--- config.mk ---
export PLATFORM = sky130hd
export DESIGN_NAME = mem_seq
export DESIGN_NICKNAME = d
export VERILOG_FILES = /design/src/rtl/mem_seq.sv
export SDC_FILE = /design/constraint.sdc
export NUM_CORES = 1
export LEC_CHECK = 0
export BUFFER_PORTS_ARGS = -buffer_cell sky130_fd_sc_hd__buf_2
export CORE_MARGIN = 2
export CORE_UTILIZATION = 48
export CTS_CLUSTER_DIAMETER = 30
export CTS_CLUSTER_SIZE = 30
export DETAILED_ROUTE_END_ITERATION = 8
export GPL_TIMING_DRIVEN = 0
export HOLD_SLACK_MARGIN = 0.08
export PLACE_DENSITY = 0.91
export SLEW_MARGIN = 20
export SYNTH_ARGS = -nofsm -noshare
export SYNTH_HDL_FRONTEND = slang
export SYNTH_SLANG_ARGS = --single-unit
--- constraint.sdc ---
create_clock -name clk -period 2.18 [get_ports clk]
set_input_delay 0.654 -clock clk [delete_from_list [all_inputs] [get_ports clk]]
set_output_delay 0.654 -clock clk [all_outputs]
set_load 0.05 [all_outputs]
--- src/rtl/mem_seq.sv ---
// mem_seq: two-requester access sequencer for the HRM memory block.
// Accepts direct or indirect loads and stores from port 0 (CPU control) and
// port 1 (debug/loader), picks between them round-robin, and steps the memory
// strobes (ADDR, srcA, wAR, wM, R) through the required cycle order. Each
// transaction ends with a single-cycle resp_valid pulse to its owner.
//
// Ports:
//   clk, rst_n            clock, asynchronous active-low reset
//   req_valid/ready[1:0]  per-port request handshake (ready is combinational)
//   req_write/indirect    per-port request kind
//   req_addr/req_data     per-port address / store data, port i in [8i+7:8i]
//   resp_valid[1:0]       one-cycle completion pulse for the owning port
//   resp_data[7:0]        load result, or the written data on a store
//   busy                  high whenever a transaction is in flight
//   mem_addr/srcA/wAR/wM/R  strobes to the memory wrapper; mem_M read data
module mem_seq #(
  parameter int RD_LAT = 1
) (
  input  logic        clk,
  input  logic        rst_n,
  input  logic [1:0]  req_valid,
  output logic [1:0]  req_ready,
  input  logic [1:0]  req_write,
  input  logic [1:0]  req_indirect,
  input  logic [15:0] req_addr,
  input  logic [15:0] req_data,
  output logic [1:0]  resp_valid,
  output logic [7:0]  resp_data,
  output logic        busy,
  output logic [7:0]  mem_addr,
  output logic        mem_srcA,
  output logic        mem_wAR,
  output logic        mem_wM,
  output logic [7:0]  mem_R,
  input  logic [7:0]  mem_M
);

  if (RD_LAT < 1 || RD_LAT > 7) begin : g_rd_lat_check
    $error("mem_seq: RD_LAT must be within 1..7");
  end

  localparam logic [2:0] ST_IDLE  = 3'd0;
  localparam logic [2:0] ST_AR1   = 3'd1;
  localparam logic [2:0] ST_WAIT1 = 3'd2;
  localparam logic [2:0] ST_AR2   = 3'd3;
  localparam logic [2:0] ST_WAIT2 = 3'd4;
  localparam logic [2:0] ST_WR    = 3'd5;
  localparam logic [2:0] ST_DONE  = 3'd6;

  localparam logic [2:0] LAT_LOAD = 3'(RD_LAT);

  logic [2:0] state_q, state_d;
  logic       last_grant_q, last_grant_d;
  logic       port_q, port_d;
  logic       write_q, write_d;
  logic       ind_q, ind_d;
  logic [7:0] addr_q, addr_d;
  logic [7:0] data_q, data_d;
  logic [2:0] cnt_q, cnt_d;
  logic [7:0] resp_data_q, resp_data_d;

  logic [1:0] grant;

  // Only IDLE can accept. With both ports asking, the port that did not win
  // last time goes first. Reset also masks ready so that every output reads
  // 0 while rst_n is held low.
  always_comb begin
    grant = 2'b00;
    if (rst_n && state_q == ST_IDLE) begin
      case (req_valid)
        2'b01:   grant = 2'b01;
        2'b10:   grant = 2'b10;
        2'b11:   grant = last_grant_q ? 2'b01 : 2'b10;
        default: grant = 2'b00;
      endcase
    end
  end

  assign req_ready = grant;

  always_comb begin
    state_d      = state_q;
    last_grant_d = last_grant_q;
    port_d       = port_q;
    write_d      = write_q;
    ind_d        = ind_q;
    addr_d       = addr_q;
    data_d       = data_q;
    cnt_d        = cnt_q;
    resp_data_d  = resp_data_q;
    case (state_q)
      ST_IDLE: begin
        if (grant != 2'b00) begin
          port_d       = grant[1];
          last_grant_d = grant[1];
          write_d      = req_write[grant[1]];
          ind_d        = req_indirect[grant[1]];
          addr_d       = grant[1] ? req_addr[15:8] : req_addr[7:0];
          data_d       = grant[1] ? req_data[15:8] : req_data[7:0];
          state_d      = ST_AR1;
        end
      end
      ST_AR1: begin
        // A direct store needs no read; every other kind waits for M.
        if (write_q && !ind_q) begin
          state_d = ST_WR;
        end else begin
          state_d = ST_WAIT1;
          cnt_d   = LAT_LOAD;
        end
      end
      ST_WAIT1: begin
        // cnt_q == 1 is the last wait cycle: M is valid on this edge.
        cnt_d = cnt_q - 3'd1;
        if (cnt_q == 3'd1) begin
          if (ind_q) begin
            state_d = ST_AR2;
          end else begin
            resp_data_d = mem_M;
            state_d     = ST_DONE;
          end
        end
      end
      ST_AR2: begin
        if (write_q) begin
          state_d = ST_WR;
        end else begin
          state_d = ST_WAIT2;
          cnt_d   = LAT_LOAD;
        end
      end
      ST_WAIT2: begin
        cnt_d = cnt_q - 3'd1;
        if (cnt_q == 3'd1) begin
          resp_data_d = mem_M;
          state_d     = ST_DONE;
        end
      end
      ST_WR: begin
        resp_data_d = data_q;
        state_d     = ST_DONE;
      end
      ST_DONE: begin
        state_d = ST_IDLE;
      end
      default: begin
        state_d = ST_IDLE;
      end
    endcase
  end

  always_ff @(posedge clk or negedge rst_n) begin
    if (!rst_n) begin
      state_q      <= ST_IDLE;
      last_grant_q <= 1'b1;
      port_q       <= 1'b0;
      write_q      <= 1'b0;
      ind_q        <= 1'b0;
      addr_q       <= 8'h00;
      data_q       <= 8'h00;
      cnt_q        <= 3'd0;
      resp_data_q  <= 8'h00;
    end else begin
      state_q      <= state_d;
      last_grant_q <= last_grant_d;
      port_q       <= port_d;
      write_q      <= write_d;
      ind_q        <= ind_d;
      addr_q       <= addr_d;
      data_q       <= data_d;
      cnt_q        <= cnt_d;
      resp_data_q  <= resp_data_d;
    end
  end

  // Strobes are decoded straight from the state register so that an
  // asynchronous reset drops them in the same cycle.
  assign busy       = (state_q != ST_IDLE);
  assign mem_addr   = (state_q == ST_AR1) ? addr_q : 8'h00;
  assign mem_srcA   = (state_q == ST_AR2);
  assign mem_wAR    = (state_q == ST_AR1) || (state_q == ST_AR2);
  assign mem_wM     = (state_q == ST_WR);
  assign mem_R      = (write_q && state_q != ST_IDLE && state_q != ST_DONE) ? data_q : 8'h00;
  assign resp_valid = (state_q == ST_DONE) ? (port_q ? 2'b10 : 2'b01) : 2'b00;
  assign resp_data  = resp_data_q;

endmodule

==> results.cfg, run 1 <==
[sta]
max_freq_ghz = 0.444
finalHoldViolCount = 0
setup-violations-final = 10
finalCritPeriodShare_pct = 103
setup_ws_ps = -73.8
worst_pin_slew_ps = 773
hold_ws_ps = 156
clock_skew_ps = 7.50
slew_violations = 0
post-route-min-period_ps = 2250
rsz0062_at_grt = yes
slew_headroom_pct = 48.3

[worst_setup_path]
critical_path_arrival_ps = 1600
path_buf_inv = 2
cp-end-kind = output port
crit_chain = buf_6, xor2_4, o21a_4, and2_4, buf_8
max_stage_delay_ps = 400
path_class = reg -> out
required_ps = 1530
startpoint_type = register
slowest_stage = dfrtp_1
reg2reg_setup_slack_ps = 10
cp_top_family = flip-flops
path_max_fanout = 10

[logic_synthesis]
ys_seq_area_share_pct = 44.8
yosys.area_share.simple_pct = 14.9
ys_ff_latch = 34
syn_nets = 238
yosysWarnings = 0
synthesis.area_sq_mm = 0.00190
syn_inst = 188
netlist-cell-type-count = 32
synth.area.mux_share_pct = 19.5
synth_fa_ha_area_share_pct = 1.32
avgSynthCellArea_sq_um = 10.1
synth_top_family_by_area = multiplexers
synth_xor_area_share_pct = 0.922
synth_compound_area_share_pct = 13.9

[placement]
portBuffers = 79
dp_hpwl_microns = 3630
gp_congestion = 0.810

[routing]
drt-met1-wl_microns = 2450
wl_met3_microns = 395
top_layer = met4
drc = 0
wl_per_cell_microns = 19.1
viasPerCell = 5.69
route.met2.wl_microns = 3370
drt-pass1-iter-count = 4
drt-initial-drc-count = 143
ant_nets = 0
drt_wl_total_microns = 6420
via_count = 1916

[min_path]
hold_class = in -> async

[flow_run]
drv_cap = 0

[pwr]
p_leak_nw = 1.46
power_mw = 5.52
p_per_area_mw_per_mm2 = 1840
vdd_ir_drop_max_v = 0.000980

[clock_network]
clock_latency_ps = 300
clock-sinks = 34
tritoncts = done
h-tree-depth = 2
numCtsBuffers = 5
path_clk_slew_ps = 70
postCtsHoldBufs = 0
clockBufferDepth = 2
cts-root-buf = clkbuf_8

[global_routing]
antenna_found_initial = 0
grt_pass1_vias = 1880
grt_usage_pct = 28.0
overflow = 0
grt_max_degree = 19
grt_pass1_wl_microns = 8980

[outcome]
violations = setup timing
status = finished, violations left

[finish]
syn_to_final_growth_pct = 58.0
drive_gt1_share_pct = 54.3
nets = 338
antennaDiodeCount = 0

[die]
ioPinCount = 80
die_area_sq_mm = 0.00448
die_w_microns = 66.9
fp.coreArea_sq_mm = 0.00374
num_rows = 22
initial_core_util_pct = 50.8
fp.dieH_microns = 66.9
cell usage after synthesis:
master | n | share of area [%]
a2111oi_0 | 1 | 0.46
a21boi_0 | 1 | 0.40
a21oi_1 | 22 | 5.8
a22o_1 | 2 | 0.92
a22oi_1 | 2 | 0.79
a31oi_1 | 2 | 0.66
a32o_1 | 1 | 0.53
and2_1 | 11 | 3.6
and3_1 | 8 | 2.6
buf_2 | 8 | 2.1
buf_4 | 1 | 0.40
clkbuf_1 | 2 | 0.40
dfrtp_1 | 33 | 43
dfstp_2 | 1 | 1.4
ha_1 | 2 | 1.3
inv_1 | 9 | 1.8
mux2_2 | 16 | 9.5
mux2i_1 | 19 | 10
nand2_1 | 4 | 0.79
nand2b_1 | 1 | 0.33
nand2b_4 | 1 | 0.72
nand3_1 | 1 | 0.26
nor2_1 | 23 | 4.5
nor2b_1 | 2 | 0.66
nor3_1 | 2 | 0.53
nor4b_2 | 1 | 0.79
o21a_1 | 2 | 0.79
o21ai_0 | 4 | 1.1
o21bai_1 | 1 | 0.40
o22ai_1 | 2 | 0.66
o41ai_4 | 1 | 1.4
xor2_1 | 2 | 0.92
metal layers:
| metal | track usage, % | up-vias |
|---|---|---|
| li1 | - | 857 |
| met5 | 0 | - |
| met1 | 32.4 | 939 |
| met2 | 48.8 | 100 |
| met4 | 12.2 | 0 |
| met3 | 7.09 | 20 |
repair_timing:
item	CTS	global route
gates resized for setup	76	35
endpoints found under the setup margin	41	24
pin swaps	11	5
setup buffers	4	8
gates cloned	1	1
metrics by stage:
step	cell area (sq um)	utilization (%)	TNS, ps	cells	setup WS, ps
6_report	3000	80.2	-556	337	-73.8
5_1_grt	3000	80.2	-1590	337	-138
4_1_cts	2810	75.1	-630	328	-46.6
3_5_place_dp	2360	63.1	-11990	315	-786
3_3_place_gp	2360	63.1	-11040	315	-774
2_1_floorplan	1910	-	-561	188	-250
layout make-up:
| class | instances | area (sq um) |
|---|---|---|
| Tap cell | 48 | 60.1 |
| Buffer | 11 | 85.1 |
| Inverter | 9 | 37.5 |
| Timing Repair Buffer | 93 | 762 |
| Sequential cell | 34 | 852 |
| Clock buffer | 7 | 86.3 |
| Clock inverter | 1 | 30.0 |
| Fill cell | 220 | 741 |
| Multi-Input combinational cell | 134 | 1090 |
flip-flops by register name (all words and copies together), names as in the netlist:
register      cells
ind_q             1
addr_q            8
last_grant_q      1
port_q            1
cnt_q             3
resp_data         8
write_q           1
data_q            8
state_q           3
report_power, final:
group          internal, mW  switching (mW)  leakage, nW
Clock                 0.373           0.236       0.0585
Sequential            0.957           0.264        0.390
Combinational          1.53            2.16         1.01
kinds of logic (layout without fill, tap and decap cells):
kind of cell    after synthesis  count (layout)
flops                        34              34
simple gates                 54              54
buf+inv                      20             121
fa+ha+maj                     2               2
compound gates               41              41
mux                          35              35
xor+xnor                      2               2
final timing paths:
kind	from	cells past startpoint	end
setup / recovery	state_q[1]	5	mem_R[2]
hold / removal	rst_n	1	port_q
setup reg to reg	state_q[2]	5	resp_data[7]
hold reg to reg	resp_data[1]	1	resp_data[1]
max in group asynchronous	rst_n	1	data_q[5]
min in group clk	resp_data[1]	1	resp_data[1]
cells in the final DEF (no fill, tap or decap), drive strengths merged, types with 2 or more instances in the layout:
cell and n:
a21oi 22, dfrtp 33, o22ai 2, a31oi 2, mux2i 19, o21ai 4
and2 11, nor2 23, mux2 16, nand2 4, clkbuf 8, nor3 2
o21a 2, and3 8, buf 102, xor2 2, ha 2, nand2b 2
a22oi 2, a22o 2, nor2b 2, inv 8
No activity file was read; power rests on OpenSTA's default activity.
==> inputs of run 2 (changes only) <==
--- a/config.mk
+++ b/config.mk
@@ -7,13 +7,13 @@
 export LEC_CHECK = 0
 export BUFFER_PORTS_ARGS = -buffer_cell sky130_fd_sc_hd__buf_2
 export CORE_MARGIN = 2
-export CORE_UTILIZATION = 48
+export CORE_UTILIZATION = 28
 export CTS_CLUSTER_DIAMETER = 30
 export CTS_CLUSTER_SIZE = 30
 export DETAILED_ROUTE_END_ITERATION = 8
 export GPL_TIMING_DRIVEN = 0
 export HOLD_SLACK_MARGIN = 0.08
-export PLACE_DENSITY = 0.91
+export PLACE_DENSITY = 0.63
 export SLEW_MARGIN = 20
 export SYNTH_ARGS = -nofsm -noshare
 export SYNTH_HDL_FRONTEND = slang
==> results.cfg, run 2 (synthesis results as in run 1) <==
[outcome]
status = completed

[routing]
via_count = 1725
ant_nets = 0
viasPerCell = 4.71
drt-pass1-iter-count = 4
drt_wl_total_microns = 5250
drc = 0
drt-initial-drc-count = 95
wl_per_cell_microns = 14.3

[clock_network]
h-tree-depth = 2
postCtsHoldBufs = 0
tritoncts = done
clock_latency_ps = 280
cts-root-buf = clkbuf_8
clockBufferDepth = 2
numCtsBuffers = 5
clock-sinks = 34
path_clk_slew_ps = 70

[sta]
max_freq_ghz = 0.459
post-route-min-period_ps = 2180
finalHoldViolCount = 0
slew_headroom_pct = 53.5
rsz0062_at_grt = yes
hold_ws_ps = 171
finalCritPeriodShare_pct = 100
setup-violations-final = 0
clock_skew_ps = 7.89
setup_ws_ps = 1.04
worst_pin_slew_ps = 695
slew_violations = 0

[die]
fp.dieH_microns = 86.4
num_rows = 30
ioPinCount = 80
die_w_microns = 86.4
die_area_sq_mm = 0.00746
initial_core_util_pct = 28.4
fp.coreArea_sq_mm = 0.00668

[finish]
antennaDiodeCount = 0
syn_to_final_growth_pct = 51.0
final_util_pct = 43.0
final_cell_mix = buf_2 (62), dfrtp_1 (32), nor2_1 (21), a21oi_1 (21), mux2i_1 (19)
drive_gt1_share_pct = 50.3
nets = 335
fin_area_sq_mm = 0.00287
final_common_cell = buf_2
fill_cells = 649

[pwr]
power_mw = 5.02
p_leak_nw = 1.43
vdd_ir_drop_max_v = 0.000693
p_per_area_mw_per_mm2 = 1750

[worst_setup_path]
critical_path_arrival_ps = 1520
r2r-start = state_q[2]
path_class = reg -> out
cp-end-kind = output port
crit_start = state_q[1]
path_max_fanout = 8
required_ps = 1530
startpoint_type = register

[placement]
placed_area_sq_mm = 0.00240
pre_cts_ws_ps = -822
portBuffers = 79
dp_hpwl_microns = 3700
gp_congestion = 0.859

[global_routing]
grt_max_degree = 37
grt_pass1_wl_microns = 8510
grt_usage_pct = 14.7
antenna_found_initial = 0
overflow = 0
grt_pass1_vias = 1761

[flow_run]
drv_cap = 0

[min_path]
hold_class = in -> async
-- run 2: what timing repair did --
action / CTS / global route
endpoints found under the setup margin: 41 / 21
gates cloned: 0 / 1
gates resized for setup: 72 / 11
setup buffers: 10 / 0
pin swaps: 9 / 2
-- run 2: worst max-delay path, cell delays in order, from the launching register on --
cell     delay [ps]
dfrtp_1         390
buf_6           150
xor2_4          180
o21a_4          240
and2_4          150
buf_8           140
-- run 2: stage by stage --
stage,instances,TNS (ps)
2_1_floorplan,188,-561
3_3_place_gp,347,-14460
3_5_place_dp,347,-14750
4_1_cts,365,-264
5_1_grt,366,-614
6_report,366,0
-- run 2: area by class of cell --
type                       count  area, sq um  area share [%]
inverter                       9         33.8            1.18
timing repair buffer          90          664            23.1
buffer                        11         88.8            3.10
clock buffer                   7         86.3            3.01
sequential                    34          853            29.7
multi-input combinational    134         1040            36.2
tap                           80          100            3.49
clock inverter                 1         5.00           0.174
-- run 2: metal layers --
| layer | part of all wire [%] | GRT usage [%] | vias to the layer above |
|---|---|---|---|
| li1 | - | - | 855 |
| met1 | 42 | 18.5 | 816 |
| met2 | 51 | 25.1 | 47 |
| met3 | 5.2 | 3.71 | 7 |
| met4 | 1.2 | 3.69 | 0 |
| met5 | 0 | 0 | - |
-- run 2: worst paths after layout --
check / to / slack, ps / cells past startpoint
min reg2reg: resp_data[7] / 510 / 1
max in group asynchronous: last_grant_q / 1810 / 1
min in group clk: resp_data[7] / 510 / 1
min: data_q[5] / 170 / 1
max reg2reg: resp_data[7] / 260 / 4
max: mem_R[1] / 1 / 5
-- run 2: where the power goes --
part / switching, mW / leakage, nW / internal [mW]
clock: 0.217 / 0.0482 / 0.255
combinational: 1.98 / 0.992 / 1.40
sequential: 0.211 / 0.389 / 0.958
==> inputs of run 3 (changes only) <==
--- a/config.mk
+++ b/config.mk
@@ -14,6 +14,7 @@
 export GPL_TIMING_DRIVEN = 0
 export HOLD_SLACK_MARGIN = 0.08
 export PLACE_DENSITY = 0.63
+export SETUP_SLACK_MARGIN = 0.02
 export SLEW_MARGIN = 20
 export SYNTH_ARGS = -nofsm -noshare
 export SYNTH_HDL_FRONTEND = slang
==> constraint.sdc (replaced) <==
create_clock -name clk -period 2.6 [get_ports clk]
set_input_delay 0.78 -clock clk [delete_from_list [all_inputs] [get_ports clk]]
set_output_delay 0.78 -clock clk [all_outputs]
set_load 0.05 [all_outputs]
==> results.cfg, run 3 (synthesis results as in run 1) <==
[die]
fp.coreArea_sq_mm = 0.00668
die_area_sq_mm = 0.00746
fp.dieH_microns = 86.4
initial_core_util_pct = 28.4
num_rows = 30
die_w_microns = 86.4
ioPinCount = 80

[sta]
fin_tns_setup_ps = 0
slew_headroom_pct = 55.2
finalCritPeriodShare_pct = 97.9
slew_violations = 0
max_freq_ghz = 0.393
hold_ws_ps = 330
setup-violations-final = 0
finalHoldViolCount = 0
clock_skew_ps = 7.41
post-route-min-period_ps = 2550
setup_ws_ps = 54.8
rsz0062_at_grt = yes
worst_pin_slew_ps = 670

[worst_setup_path]
startpoint_type = register
crit_chain = buf_4, xor2_1, o21a_2, and2_1, buf_4
path_max_fanout = 10
max_stage_delay_ps = 420
crit_start = state_q[2]
critical_path_arrival_ps = 1770
cp-end-kind = output port
cpMostUsedCell = buf_4
slowest_stage = dfrtp_1
r2r-start = state_q[1]
required_ps = 1820
path_class = reg -> out

[routing]
drt-initial-drc-count = 62
drc = 0
wl_met3_microns = 272
viasPerCell = 4.79
drt-pass1-iter-count = 4
wl_per_cell_microns = 14.0
drt-met1-wl_microns = 2140
via_count = 1715
ant_nets = 0
drt_wl_total_microns = 5010
top_layer = met4
route.met2.wl_microns = 2510

[clock_network]
clock_latency_ps = 280
path_clk_slew_ps = 70
tritoncts = done
clock-sinks = 34
numCtsBuffers = 5
cts-root-buf = clkbuf_8
clockBufferDepth = 2
h-tree-depth = 2

[finish]
final_common_cell = buf_2
syn_to_final_growth_pct = 35.4
final_cell_mix = buf_2 (75), dfrtp_1 (33), nor2_1 (22)
antennaDiodeCount = 0
nets = 327
drive_gt1_share_pct = 43.9
fill_cells = 692

[global_routing]
grt_pass1_wl_microns = 8280
grt_pass1_vias = 1730
overflow = 0
antenna_found_initial = 0
grt_usage_pct = 14.2
grt_max_degree = 37

[outcome]
status = completed

[placement]
portBuffers = 79
pre_cts_ws_ps = -654
dp_hpwl_microns = 3700
gp_congestion = 0.859

[pwr]
p_leak_nw = 1.31
vdd_ir_drop_max_v = 0.000558
p_per_area_mw_per_mm2 = 1430

[min_path]
hold_class = in -> async

[flow_run]
drv_cap = 0
## run 3: area by class of cell
class	count	area, sq um	share of cell area, %
flip-flops and latches	34	852	33.1
clock buffers	7	86.3	3.36
plain buffers	11	61.3	2.38
inverters	9	33.8	1.31
repair buffers	82	458	17.8
multi-input cells	134	976	37.9
clock inverters	1	5.00	0.195
well taps	80	100	3.89
## run 3: path summary, 6_finish.rpt
kind,slack [ps],depth (start not counted),endpoint
setup / recovery,50,5,mem_R[5]
hold reg to reg,500,1,resp_data[7]
setup reg to reg,760,4,resp_data[7]
max in group asynchronous,2030,1,last_grant_q
hold / removal,330,1,state_q[2]
min in group clk,500,1,resp_data[7]
## run 3: per-layer routing
metal	GRT usage, %	up-vias
met3	3.43	9
met2	24.4	52
met4	4.26	0
li1	-	831
met5	0	-
met1	17.7	823
## run 3: per-stage QoR
step	area (sq um)	instances	power, mW	utilization, %
after floorplan	1910	188	2.69	-
after global placement	2400	347	3.18	36.0
after detailed placement	2400	347	3.22	36.0
after CTS	2550	356	3.72	38.2
after global routing	2570	358	3.96	38.5
final	2570	358	3.69	38.5
## run 3: what timing repair did
item                                    4_1_cts  5_1_grt
endpoints found under the hold margin         0        0
resized for setup                            18        3
hold buffers                                  0        0
pin swaps                                     0        0
setup buffers                                 1        2
endpoints found under the setup margin       37       19
## run 3: report_power, final
part / leakage [nW] / internal, mW / switching [mW]
clock network: 0.0482 / 0.213 / 0.184
registers: 0.390 / 0.802 / 0.174
logic: 0.876 / 0.777 / 1.54
total: 1.31 / 1.79 / 1.90
## run 3: critical path, delay by kind of cell, from the launching register on
kind | cells | cell delay (ps)
compound gates | 1 | 250
flops | 1 | 420
buf+inv | 2 | 410
xor+xnor | 1 | 240
simple gates | 1 | 160
